<file path="src/rtl/fla_pkg.sv">
// Shared constants for the flash command sequencer: state encoding,
// JEDEC unlock addresses and command bytes.
package fla_pkg;

    typedef logic [3:0] fla_state_t;

    localparam fla_state_t ST_IDLE   = 4'd0;
    localparam fla_state_t ST_UNL1   = 4'd1;
    localparam fla_state_t ST_UNL2   = 4'd2;
    localparam fla_state_t ST_ARM    = 4'd3;
    localparam fla_state_t ST_E80    = 4'd4;
    localparam fla_state_t ST_EUNL1  = 4'd5;
    localparam fla_state_t ST_EUNL2  = 4'd6;
    localparam fla_state_t ST_ID     = 4'd7;
    localparam fla_state_t ST_PRG_RD = 4'd8;
    localparam fla_state_t ST_PRG_WR = 4'd9;
    localparam fla_state_t ST_ERS    = 4'd10;

    localparam logic [14:0] U1 = 15'h5555;
    localparam logic [14:0] U2 = 15'h2AAA;

    localparam logic [7:0] CMD_AA = 8'hAA;
    localparam logic [7:0] CMD_55 = 8'h55;
    localparam logic [7:0] CMD_A0 = 8'hA0;
    localparam logic [7:0] CMD_80 = 8'h80;
    localparam logic [7:0] CMD_90 = 8'h90;
    localparam logic [7:0] CMD_F0 = 8'hF0;
    localparam logic [7:0] CMD_30 = 8'h30;
    localparam logic [7:0] CMD_10 = 8'h10;

    // States in which the backing memory is being modified.
    function automatic logic is_busy_state(input fla_state_t st);
        return (st == ST_PRG_RD) || (st == ST_PRG_WR) || (st == ST_ERS);
    endfunction

endpackage

</file>
<file path="src/rtl/fla_mem_if.sv">
// Single-outstanding memory request holder. A start pulse is accepted only
// while no request is pending; address/data are frozen for the whole request
// and mem_req drops in the cycle after mem_ack, which guarantees at least
// one idle cycle between consecutive requests.
module fla_mem_if
    import fla_pkg::*;
#(
    parameter int ADDR_W = 19
) (
    input  logic              clk,
    input  logic              map_rst,
    input  logic              start,
    input  logic              start_we,
    input  logic [ADDR_W-1:0] start_addr,
    input  logic [7:0]        start_wdat,
    input  logic              mem_ack,
    output logic              mem_req,
    output logic              mem_we,
    output logic [ADDR_W-1:0] mem_addr,
    output logic [7:0]        mem_wdat,
    output logic              done
);

    assign done = mem_req & mem_ack;

    // Launch a request on start, hold it until acknowledged.
    always_ff @(posedge clk) begin
        if (map_rst) begin
            mem_req  <= 1'b0;
            mem_we   <= 1'b0;
            mem_addr <= '0;
            mem_wdat <= '0;
        end else if (mem_req) begin
            if (mem_ack) begin
                mem_req <= 1'b0;
            end
        end else if (start) begin
            mem_req  <= 1'b1;
            mem_we   <= start_we;
            mem_addr <= start_addr;
            mem_wdat <= start_wdat;
        end
    end

endmodule

</file>
<file path="src/rtl/fla_cmd_seq.sv">
// SST39SF0x0-style flash command sequencer on top of PSRAM-backed PRG.
//
// state     | meaning
// ----------+------------------------------------------------
// IDLE      | read-array mode, waiting for AA@5555
// UNL1      | AA seen, waiting for 55@2AAA
// UNL2      | unlocked, waiting for command byte @5555
// ARM       | program armed, next write is the target byte
// E80       | erase setup, waiting for AA@5555
// EUNL1     | erase AA seen, waiting for 55@2AAA
// EUNL2     | waiting for 30 (sector) or 10@5555 (chip)
// ID        | software ID mode, reads return MFR/DEV id
// PRG_RD    | reading the current byte at the program address
// PRG_WR    | writing old & new back (flash only clears bits)
// ERS       | filling the erase range with FF
module fla_cmd_seq
    import fla_pkg::*;
#(
    parameter int         ADDR_W      = 19,
    parameter int         SECT_W      = 12,
    parameter logic [7:0] MFR_ID      = 8'hBF,
    parameter logic [7:0] DEV_ID      = 8'hB7,
    parameter bit         CHIP_ERS_EN = 1'b1
) (
    input  logic              clk,
    input  logic              map_rst,
    input  logic              cpu_we,
    input  logic              cpu_re,
    input  logic [ADDR_W-1:0] cpu_addr,
    input  logic [7:0]        cpu_dat,
    output logic              mem_req,
    output logic              mem_we,
    output logic [ADDR_W-1:0] mem_addr,
    output logic [7:0]        mem_wdat,
    input  logic [7:0]        mem_rdat,
    input  logic              mem_ack,
    output logic              rd_ovr,
    output logic [7:0]        rd_ovr_dat,
    output logic              busy,
    output logic              map_led
);

    localparam logic [ADDR_W:0] SECT_CNT = (ADDR_W+1)'(1) << SECT_W;
    localparam logic [ADDR_W:0] CHIP_CNT = (ADDR_W+1)'(1) << ADDR_W;

    fla_state_t        state;
    logic [ADDR_W-1:0] prg_addr;
    logic [7:0]        prg_dat;
    logic [7:0]        rd_dat;
    logic [ADDR_W-1:0] ers_base;
    // One bit wider than the address so a full-chip count is representable.
    logic [ADDR_W:0]   ers_n;
    logic [ADDR_W:0]   ers_cnt;
    logic [ADDR_W:0]   ers_n_nxt;
    logic              ers_last;
    logic              tog;

    logic              is_u1;
    logic              is_u2;
    logic              busy_st;
    logic              mem_start;
    logic              start_we;
    logic [ADDR_W-1:0] start_addr;
    logic [7:0]        start_wdat;
    logic              mem_done;

    assign is_u1     = (cpu_addr[14:0] == U1);
    assign is_u2     = (cpu_addr[14:0] == U2);
    assign busy_st   = is_busy_state(state);
    assign busy      = busy_st;
    assign map_led   = (state != ST_IDLE);
    assign rd_ovr    = busy_st || (state == ST_ID);
    assign ers_n_nxt = ers_n + (ADDR_W+1)'(1);
    assign ers_last  = (ers_n_nxt == ers_cnt);

    // Status byte while busy (DQ7 = inverted target MSB, DQ6 = toggle), ID bytes in ID mode.
    always_comb begin
        rd_ovr_dat = 8'h00;
        if (busy_st) begin
            rd_ovr_dat = {((state == ST_ERS) ? 1'b0 : ~prg_dat[7]), tog, 6'b0};
        end else if (state == ST_ID) begin
            rd_ovr_dat = cpu_addr[0] ? DEV_ID : MFR_ID;
        end
    end

    // Issue the next memory request whenever a busy state has none pending.
    always_comb begin
        mem_start  = 1'b0;
        start_we   = 1'b0;
        start_addr = prg_addr;
        start_wdat = 8'h00;
        case (state)
            ST_PRG_RD: begin
                mem_start = !mem_req;
            end
            ST_PRG_WR: begin
                mem_start  = !mem_req;
                start_we   = 1'b1;
                start_wdat = rd_dat & prg_dat;
            end
            ST_ERS: begin
                mem_start  = !mem_req;
                start_we   = 1'b1;
                start_addr = ers_base + ers_n[ADDR_W-1:0];
                start_wdat = 8'hFF;
            end
            default: ;
        endcase
    end

    fla_mem_if #(
        .ADDR_W (ADDR_W)
    ) u_mem_if (
        .clk        (clk),
        .map_rst    (map_rst),
        .start      (mem_start),
        .start_we   (start_we),
        .start_addr (start_addr),
        .start_wdat (start_wdat),
        .mem_ack    (mem_ack),
        .mem_req    (mem_req),
        .mem_we     (mem_we),
        .mem_addr   (mem_addr),
        .mem_wdat   (mem_wdat),
        .done       (mem_done)
    );

    // Command decoder and program/erase sequencing.
    always_ff @(posedge clk) begin
        if (map_rst) begin
            state    <= ST_IDLE;
            prg_addr <= '0;
            prg_dat  <= '0;
            rd_dat   <= '0;
            ers_base <= '0;
            ers_n    <= '0;
            ers_cnt  <= '0;
            tog      <= 1'b0;
        end else begin
            // A simultaneous write takes priority, so that read does not toggle.
            if (!busy_st) begin
                tog <= 1'b0;
            end else if (cpu_re && !cpu_we) begin
                tog <= ~tog;
            end

            case (state)
                ST_IDLE: begin
                    if (cpu_we && cpu_dat == CMD_AA && is_u1) state <= ST_UNL1;
                end
                ST_UNL1: begin
                    if (cpu_we) state <= (cpu_dat == CMD_55 && is_u2) ? ST_UNL2 : ST_IDLE;
                end
                ST_UNL2: begin
                    if (cpu_we) begin
                        state <= ST_IDLE;
                        if (is_u1) begin
                            case (cpu_dat)
                                CMD_A0:  state <= ST_ARM;
                                CMD_80:  state <= ST_E80;
                                CMD_90:  state <= ST_ID;
                                default: ;
                            endcase
                        end
                    end
                end
                ST_ARM: begin
                    if (cpu_we) begin
                        prg_addr <= cpu_addr;
                        prg_dat  <= cpu_dat;
                        state    <= ST_PRG_RD;
                    end
                end
                ST_E80: begin
                    if (cpu_we) state <= (cpu_dat == CMD_AA && is_u1) ? ST_EUNL1 : ST_IDLE;
                end
                ST_EUNL1: begin
                    if (cpu_we) state <= (cpu_dat == CMD_55 && is_u2) ? ST_EUNL2 : ST_IDLE;
                end
                ST_EUNL2: begin
                    if (cpu_we) begin
                        state <= ST_IDLE;
                        ers_n <= '0;
                        if (cpu_dat == CMD_30) begin
                            ers_base <= {cpu_addr[ADDR_W-1:SECT_W], {SECT_W{1'b0}}};
                            ers_cnt  <= SECT_CNT;
                            state    <= ST_ERS;
                        end else if (CHIP_ERS_EN && cpu_dat == CMD_10 && is_u1) begin
                            ers_base <= '0;
                            ers_cnt  <= CHIP_CNT;
                            state    <= ST_ERS;
                        end
                    end
                end
                ST_ID: begin
                    if (cpu_we && cpu_dat == CMD_F0) state <= ST_IDLE;
                end
                ST_PRG_RD: begin
                    if (mem_done) begin
                        rd_dat <= mem_rdat;
                        state  <= ST_PRG_WR;
                    end
                end
                ST_PRG_WR: begin
                    if (mem_done) state <= ST_IDLE;
                end
                ST_ERS: begin
                    if (mem_done) begin
                        if (ers_last) state <= ST_IDLE;
                        else          ers_n <= ers_n_nxt;
                    end
                end
                default: state <= ST_IDLE;
            endcase
        end
    end

endmodule

</file>
<file path="config.mk">
export PLATFORM = sky130hd
export DESIGN_NAME = fla_cmd_seq
export DESIGN_NICKNAME = d
export VERILOG_FILES = /design/src/rtl/fla_pkg.sv /design/src/rtl/fla_mem_if.sv /design/src/rtl/fla_cmd_seq.sv
export SDC_FILE = /design/constraint.sdc
export NUM_CORES = 1
export LEC_CHECK = 0
export CAP_MARGIN = 15
export CORE_MARGIN = 3
export CORE_UTILIZATION = 47
export CTS_CLUSTER_SIZE = 25
export DETAILED_ROUTE_END_ITERATION = 8
export GPL_TIMING_DRIVEN = 0
export PLACE_DENSITY = 0.72
export SYNTH_ARGS = -nofsm -noshare
export SYNTH_HDL_FRONTEND = slang
export SYNTH_SLANG_ARGS = --single-unit
</file>
<file path="constraint.sdc">
create_clock -name clk -period 3.7 [get_ports clk]
set_clock_uncertainty 0.2 [all_clocks]
set_input_delay 0.74 -clock clk [delete_from_list [all_inputs] [get_ports clk]]
set_output_delay 0.74 -clock clk [all_outputs]
set_load 0.05 [all_outputs]
</file>
==> flow_summary.yaml, run 1 <==
critical_path:
  path_class: "flip-flop to output port"
  reg2reg_from: "ers_n[0]"
  arrival_ns: 2.62
  cp-start-kind: "flip-flop"
  rrSetupSlack_ns: 0.39
  end_kind: "output port"
  critical_path.startpoint: "state[0]"
  required_ns: 2.76
  path_max_fanout: 9
timing:
  grt_setup_unrepaired: "no"
  worst_slew_pin_slew_ns: 0.8450
  slew_headroom_pct: 42.87
  fin_setup_tns_ns: 0
  finalHoldViolations: 0
  finalCriticalPeriod_ns: 3.563
  setup_viol: 0
  fin_crit_sh_pct: 96.30
  setup_ws_ns: 0.1367
  fmaxAchievable_mhz: 280.6
  slew_violations: 0
logic_synthesis:
  postSynthAreaPerCell_um2: 7.821
  syn_area_um2: 4920
  ys_async_sr_fraction_pct: 0
  ys_warn_count: 0
  ys_ff_latch: 98
  yosysTopAreaCell: "dfxtp_1"
  synth_edf_count: 0
  synthCells: 629
  synth.top_cell.area_share_pct: 39.88
  ys_seq_area_share_pct: 39.88
  synthFlopType: "dfxtp_1"
  synth_area_leaders: "dfxtp_1 (40%), a21oi_1 (8.0%), nand2_1 (7.3%)"
  yosysUniqueCellTypes: 67
  syn_nets: 677
die:
  io_pins: 80
  die_width_um: 108.3
  rows: 36
  die_y_um: 108.3
  die_area_um2: 11730
  initial_core_util_pct: 49.42
  coreArea_um2: 9955
clocking:
  cts_resized: 0
  clock_path_buffers: 2
  clock_sinks: 98
  path_clk_slew_ns: 0.10
  numCtsBuffers: 9
  postCtsHoldBufs: 0
  post_cts_buffers: 0
  clock_latency_ns: 0.39
  cts.htree.levels: 3
  cts-root-buf: "clkbuf_8"
  cts_tree: "yes"
finish:
  drive_gt1_share_pct: 6.492
  diodes: 0
  post-route-util_pct: 61.50
  finalNetCount: 767
  area_growth_syn_to_layout_pct: 24.44
  design_area_um2: 6122
placed_design:
  place_ws_ns: 0.02023
  post_dp_cell_area_um2: 5867
  gp_congestion: 0.9353
  place_hpwl_um: 11110
  io_buffers: 78
global_routing:
  grt_pass1_vias: 4840
  grtUsageTotal_pct: 26.01
  grt.overflow.total: 0
  grt_pass1_wl_um: 23700
  grt_max_degree: 18
  antenna_found_initial: 0
routing:
  viasPerCell: 5.784
  ant_nets: 0
  vias: 4957
  drc: 0
  dr.pass1.iters: 5
  wl_per_cell_um: 17.27
  drt_iter0_drc: 402
  wl_um: 14800
power:
  total_power_mw: 2.636
  peakVddDrop_uv: 387.0
  p_leak_nw: 2.241
  p_per_area_nw_per_um2: 430.6
hold_path:
  hold_class: "flip-flop to flip-flop"
  min_from: "prg_addr[13]"
status:
  outcome: "finished, final reports clean"
run:
  cap_violations: 0
area by class of cell:
class	instances	area, um2
Clock buffer	9	123.9
Tap cell	133	166.4
Sequential cell	98	1962
Fill cell	923	3832
Clock inverter	7	125.1
Inverter	18	67.56
Multi-Input combinational cell	468	2664
Buffer	45	227.7
Timing Repair Buffer	79	785.8
metal layers:
metal / track usage [%] / routed length [um] / vias up / part of all wire, %
li1: - / - / 2405 / -
met1: 32.96 / 6604 / 2350 / 45
met2: 42.76 / 6891 / 172 / 47
met3: 6.388 / 909 / 30 / 6.1
met4: 10.01 / 392 / 0 / 2.6
met5: 0 / 0 / - / 0
critical path: stages, from the launching register on:
cell	delay, ns
dfxtp_1	0.32
clkbuf_1	0.32
nand2_1	0.19
nor2_1	0.18
nand2_1	0.14
inv_1	0.17
buf_4	0.13
clkdlybuf4s50_1	0.80
report_power, final:
| part | internal (mW) | switching, mW |
|---|---|---|
| sequential | 1.10 | 0.0347 |
| combinational | 0.205 | 0.432 |
| clock | 0.457 | 0.407 |
per-stage QoR:
step,hold WS (ns),cells
final,0.2625,857
after global routing,0.2818,857
after detailed placement,0.2474,840
after floorplan,0.2360,629
after global placement,0.2443,840
after CTS,0.2625,856
layout by cell type (no fill, tap or decap), drive strengths merged, types with 9 or more instances in the layout:
cell type,count
clkbuf,36
nand3,24
xnor2,13
a31oi,19
inv,20
nor4,9
nor2,77
a21oi,79
clkdlybuf4s50,78
a22oi,17
o21ai,13
nand2,96
dfxtp,98
nand4,12
buf,19
nor3,16
registers in the layout, summed over array words and instances, names as in the netlist:
| name | flops |
|---|---|
| u_mem_if.mem_req | 1 |
| ers_n | 20 |
| ers_cnt | 2 |
| state | 4 |
| u_mem_if.mem_wdat | 8 |
| u_mem_if.mem_addr | 19 |
| prg_dat | 8 |
| ers_base | 7 |
| u_mem_if.mem_we | 1 |
| rd_dat | 8 |
| tog | 1 |
| prg_addr | 19 |
cell usage after synthesis (all sizes together) (2+ instances only):
library cell	count
or4bb	2
a211oi	2
nor2	77
a21oi	79
a21o	2
ha	7
dfxtp	98
nand3b	2
inv	18
o21ai	13
nand2b	5
nor2b	4
a41o	2
nor4	9
and3	6
a22oi	17
and2	3
xnor2	13
nand4	12
nand3	24
buf	19
clkbuf	26
nor4bb	4
and4	6
or3	5
mux2i	8
o21a	3
a41oi	2
a221oi	2
nand4b	2
o211ai	5
a21boi	4
nand2	96
a31oi	19
nor3	16
logic make-up (layout without fill, tap and decap cells):
family	count (synthesis)	after routing	share of synthesized area (%)
fa+ha+maj	8	8	2.187
mux	8	8	1.628
buf+inv	63	158	5.976
simple gates	279	279	27.70
compound gates	159	159	20.14
flops	98	98	39.88
xor+xnor	14	14	2.492
final timing paths:
kind / cells after the start / to
min reg2reg: 2 / prg_addr[13]
max: 7 / rd_ovr_dat[5]
min: 2 / prg_addr[13]
max reg2reg: 11 / ers_n[12]
No activity file was read; power rests on OpenSTA's default activity.
==> inputs of run 2 (changes only) <==
Settings changed: CORE_MARGIN 3 to default, RECOVER_POWER from default to 25, SLEW_MARGIN from default to 20.
==> run 2 against run 1 <==
Against the previous run:
- sequential share of layout area up 0.22 points
- routed wire length down 0.76%
- register-to-register slack better by 0.04 ns
- critical path depth down 2
- via count down 0.28%
- die area down 7.2%
- worst setup slack better by 0.0024 ns
- flip-flop and latch count unchanged
- critical path type unchanged
- largest power group unchanged
- highest routed layer unchanged
==> flow_summary.yaml, run 2 (synthesis gave the netlist of run 1 again) <==
status:
  outcome: "finished, final reports clean"
power:
  p_leak_nw: 2.316
  p_per_area_nw_per_um2: 410.0
  peakVddDrop_uv: 285.3
critical_path:
  crit_path_end: "rd_ovr_dat[7]"
  arrival_ns: 2.62
  cp-start-kind: "flip-flop"
  reg2reg_depth: 11
  end_kind: "output port"
  critical_path.startpoint: "state[0]"
  required_ns: 2.76
  r2r-end: "ers_n[14]"
  path_class: "flip-flop to output port"
  rrSetupSlack_ns: 0.43
  reg2reg_from: "ers_n[0]"
  path_max_fanout: 10
finish:
  area_growth_syn_to_layout_pct: 23.60
  drive_gt1_share_pct: 6.362
  top_register: "ers_n"
  design_area_um2: 6081
  post-route-util_pct: 61.09
  layout_common_cells: "dfxtp_1 (98), nand2_1 (96), a21oi_1 (79)"
  largest_register_ffs: 20
  top_regs: "ers_n: 20 flops, prg_addr: 19 flops, u_mem_if.mem_addr: 19 flops"
  diodes: 0
  layout_commonest_cell: "dfxtp_1"
  finalNetCount: 766
timing:
  fin_crit_sh_pct: 96.24
  grt_setup_unrepaired: "no"
  setup_viol: 0
  finalHoldViolations: 0
  slew_violations: 0
  worst_slew_pin_slew_ns: 1.210
  fin_setup_tns_ns: 0
  fmaxAchievable_mhz: 280.8
  slew_headroom_pct: 18.62
  finalCriticalPeriod_ns: 3.561
hold_path:
  min_from: "prg_addr[10]"
  hold_class: "flip-flop to flip-flop"
global_routing:
  grt.overflow.total: 0
  grt_max_degree: 17
  grt_pass1_vias: 4779
  grtUsageTotal_pct: 27.71
  antenna_found_initial: 0
  grt_pass1_wl_um: 23900
routing:
  wl_per_cell_um: 17.16
  vias: 4943
  drc: 0
  wl_um: 14690
  dr.pass1.iters: 5
  drt_iter0_drc: 317
  viasPerCell: 5.775
  ant_nets: 0
clocking:
  cts.htree.levels: 3
  post_cts_buffers: 0
  cts-root-buf: "clkbuf_8"
  clock_sinks: 98
  postCtsHoldBufs: 0
  numCtsBuffers: 9
  clock_latency_ns: 0.38
  path_clk_slew_ns: 0.09
  clock_path_buffers: 2
  cts_tree: "yes"
placed_design:
  io_buffers: 78
  gp_congestion: 0.9700
  post_dp_cell_area_um2: 5867
  place_hpwl_um: 11170
die:
  coreArea_um2: 9955
  io_pins: 80
  rows: 36
  initial_core_util_pct: 49.42
  die_y_um: 104.3
  die_width_um: 104.3
  die_area_um2: 10880
run:
  cap_violations: 0
[run 2: cell types whose count changed in the layout (fill, tap and decap cells not counted), moves of 2 or more]
cell / change
clkdlybuf4s50_1: -13
bufinv_16: -2
dlymetal6s2s_1: +4
dlygate4sd3_1: +9
inv_8: -2
[run 2: cell type report]
class	instances	area [um2]
tap	133	166.4
fill	930	3874
sequential	98	1962
buffer	45	227.7
inverter	18	67.56
clock inverter	6	65.06
clock buffer	10	137.6
timing repair buffer	78	790.8
multi-input combinational	468	2664
[run 2: metal layers]
layer,routed length (um),global-route usage (%),share of wire [%],vias up
met2,6847,46.17,47,177
li1,-,-,-,2399
met1,6593,35.88,45,2340
met4,338,10.41,2.3,0
met5,0,0,0,-
met3,907,4.323,6.2,27
[run 2: metrics by stage]
stage / hold slack, ns / power (mW) / cells / setup slack, ns
2_1_floorplan: 0.2360 / 1.554 / 629 / 0.7157
3_3_place_gp: 0.2437 / 1.784 / 840 / -0.1711
3_5_place_dp: 0.2469 / 1.787 / 840 / -0.1474
4_1_cts: 0.2602 / 2.500 / 856 / 0.01641
5_1_grt: 0.2785 / 2.585 / 856 / 0.01059
6_report: 0.2607 / 2.493 / 856 / 0.1392
[run 2: what timing repair did]
item                                    4_1_cts  5_1_grt
endpoints found under the setup margin        0        5
hold endpoints to repair                      0        0
resized for setup                             0        6
[run 2: worst max-delay path: stages, from the launching register on]
cell,delay (ns)
dfxtp_1,0.32
clkbuf_1,0.32
nor3_1,0.17
clkbuf_2,0.26
o31ai_1,0.32
clkdlybuf4s50_1,0.86
[run 2: report_power, final]
group / switching (mW) / leakage (nW) / internal, mW
sequential: 0.0350 / 0.791 / 1.10
combinational: 0.432 / 1.42 / 0.204
clock: 0.390 / 0.103 / 0.332
[run 2: worst min-delay path by stage]
stage	end	slack [ns]	cells past startpoint
floorplan	prg_addr[10]	0.24	2
global placement	prg_addr[13]	0.24	2
detailed placement	prg_addr[16]	0.25	2
CTS	prg_addr[16]	0.26	2
global route	prg_addr[10]	0.28	2
finish	prg_addr[10]	0.26	2
==> inputs of run 3 (changes only) <==
Settings changed: CORE_ASPECT_RATIO from default to 2.
==> run 3 against run 2 <==
Against the previous run:
- worst hold slack better by 0.0052 ns
- total power rose by 12%
- cell count rose by 0.23%
- largest cell class unchanged
==> flow_summary.yaml, run 3 (synthesis gave the netlist of run 1 again) <==
timing:
  finalCriticalPeriod_ns: 3.552
  slew_violations: 0
  finalHoldViolations: 0
  fin_crit_sh_pct: 96.01
  fin_setup_tns_ns: 0
  worst_slew_pin_slew_ns: 0.9987
  holdWs_ns: 0.2659
  slew_headroom_pct: 32.48
  setup_ws_ns: 0.1476
  grt_setup_unrepaired: "no"
  fmaxAchievable_mhz: 281.5
  setup_viol: 0
routing:
  ant_nets: 0
  wl_per_cell_um: 19.08
  drc: 0
  dr.pass1.iters: 5
  wl_um: 16370
  viasPerCell: 5.854
  drt_iter0_drc: 354
  vias: 5023
clocking:
  clock_path_buffers: 2
  postCtsHoldBufs: 0
  cts.htree.levels: 3
  cts_tree: "yes"
  post_cts_buffers: 0
  numCtsBuffers: 9
  clock_sinks: 98
  cts-root-buf: "clkbuf_16"
  clock_latency_ns: 0.35
  path_clk_slew_ns: 0.08
  cts_resized: 0
critical_path:
  path_class: "flip-flop to output port"
  reg2reg_depth: 11
  crit_path_end: "rd_ovr_dat[7]"
  reg2reg_from: "ers_n[0]"
  path_max_fanout: 9
  r2r-end: "ers_n[11]"
  required_ns: 2.76
  rrSetupSlack_ns: 0.27
  end_kind: "output port"
  arrival_ns: 2.61
  critical_path.startpoint: "state[0]"
  cp-start-kind: "flip-flop"
placed_design:
  gp_congestion: 0.9478
  post_dp_cell_area_um2: 5876
  place_ws_ns: -0.07768
  dp_cells: 842
  io_buffers: 78
  place_hpwl_um: 12730
die:
  rows: 52
  die_width_um: 74.35
  die_area_um2: 10910
  io_pins: 80
  initial_core_util_pct: 48.47
  die_y_um: 146.7
  coreArea_um2: 10150
hold_path:
  hold_class: "flip-flop to flip-flop"
finish:
  layout_common_cells: "dfxtp_1 (98), nand2_1 (96), a21oi_1 (79)"
  finalNetCount: 766
  largest_register_ffs: 20
  design_area_um2: 6210
  area_growth_syn_to_layout_pct: 26.22
  post-route-util_pct: 61.18
  diodes: 0
  nFillCells: 991
  drive_gt1_share_pct: 6.501
  final_cells: 858
  top_regs: "ers_n: 20 flops, prg_addr: 19 flops, u_mem_if.mem_addr: 19 flops"
  layout_commonest_cell: "dfxtp_1"
  top_register: "ers_n"
global_routing:
  grt_max_degree: 20
  grt.overflow.total: 0
  grt_pass1_wl_um: 25360
  grtUsageTotal_pct: 31.29
  antenna_found_initial: 0
  grt_pass1_vias: 5060
power:
  p_leak_nw: 2.392
  p_per_area_nw_per_um2: 449.5
  peakVddDrop_uv: 352.3
  total_power_mw: 2.791
status:
  outcome: "finished, final reports clean"
run:
  cap_violations: 0
==> run 3: critical path, stage by stage (launching register included) <==
cell and delay [ns]:
dfxtp_1 0.31, clkbuf_1 0.29, nand2_1 0.23, nor2_1 0.17, nand2_1 0.25, o31ai_1 0.15, clkdlybuf4s50_1 0.85
==> run 3: layer usage <==
metal	GRT usage [%]	share of wire, %	wire length, um	up-vias
met1	30.03	33	5352	2322
met4	23.96	7.4	1204	0
met5	0	0	0	-
li1	-	-	-	2402
met2	56.82	55	8959	228
met3	4.321	5.2	855	71
==> run 3: cell type report <==
cell class	count	area, um2	share of cell area (%)
repair buffers	78	793.3	12.77
clock buffers	9	225.2	3.627
flip-flops and latches	98	1962	31.59
inverters	18	67.56	1.088
plain buffers	45	227.7	3.667
clock inverters	7	95.09	1.531
well taps	135	168.9	2.720
multi-input cells	468	2670	43.00
==> run 3: power breakdown <==
group | total, mW | internal (mW) | leakage, nW | switching, mW
Sequential | 1.14 | 1.10 | 0.791 | 0.0369
Combinational | 0.645 | 0.203 | 1.44 | 0.442
Clock | 1.01 | 0.546 | 0.157 | 0.463
==> run 3: how the worst min path moves through the flow <==
stage | startpoint | endpoint | slack [ns] | depth (start not counted)
finish | ers_base[15] | ers_base[15] | 0.27 | 2
global route | prg_addr[4] | prg_addr[4] | 0.28 | 2
CTS | prg_addr[4] | prg_addr[4] | 0.26 | 2
detailed placement | prg_addr[4] | prg_addr[4] | 0.25 | 2
global placement | prg_addr[14] | prg_addr[14] | 0.24 | 2
floorplan | prg_addr[10] | prg_addr[10] | 0.24 | 2
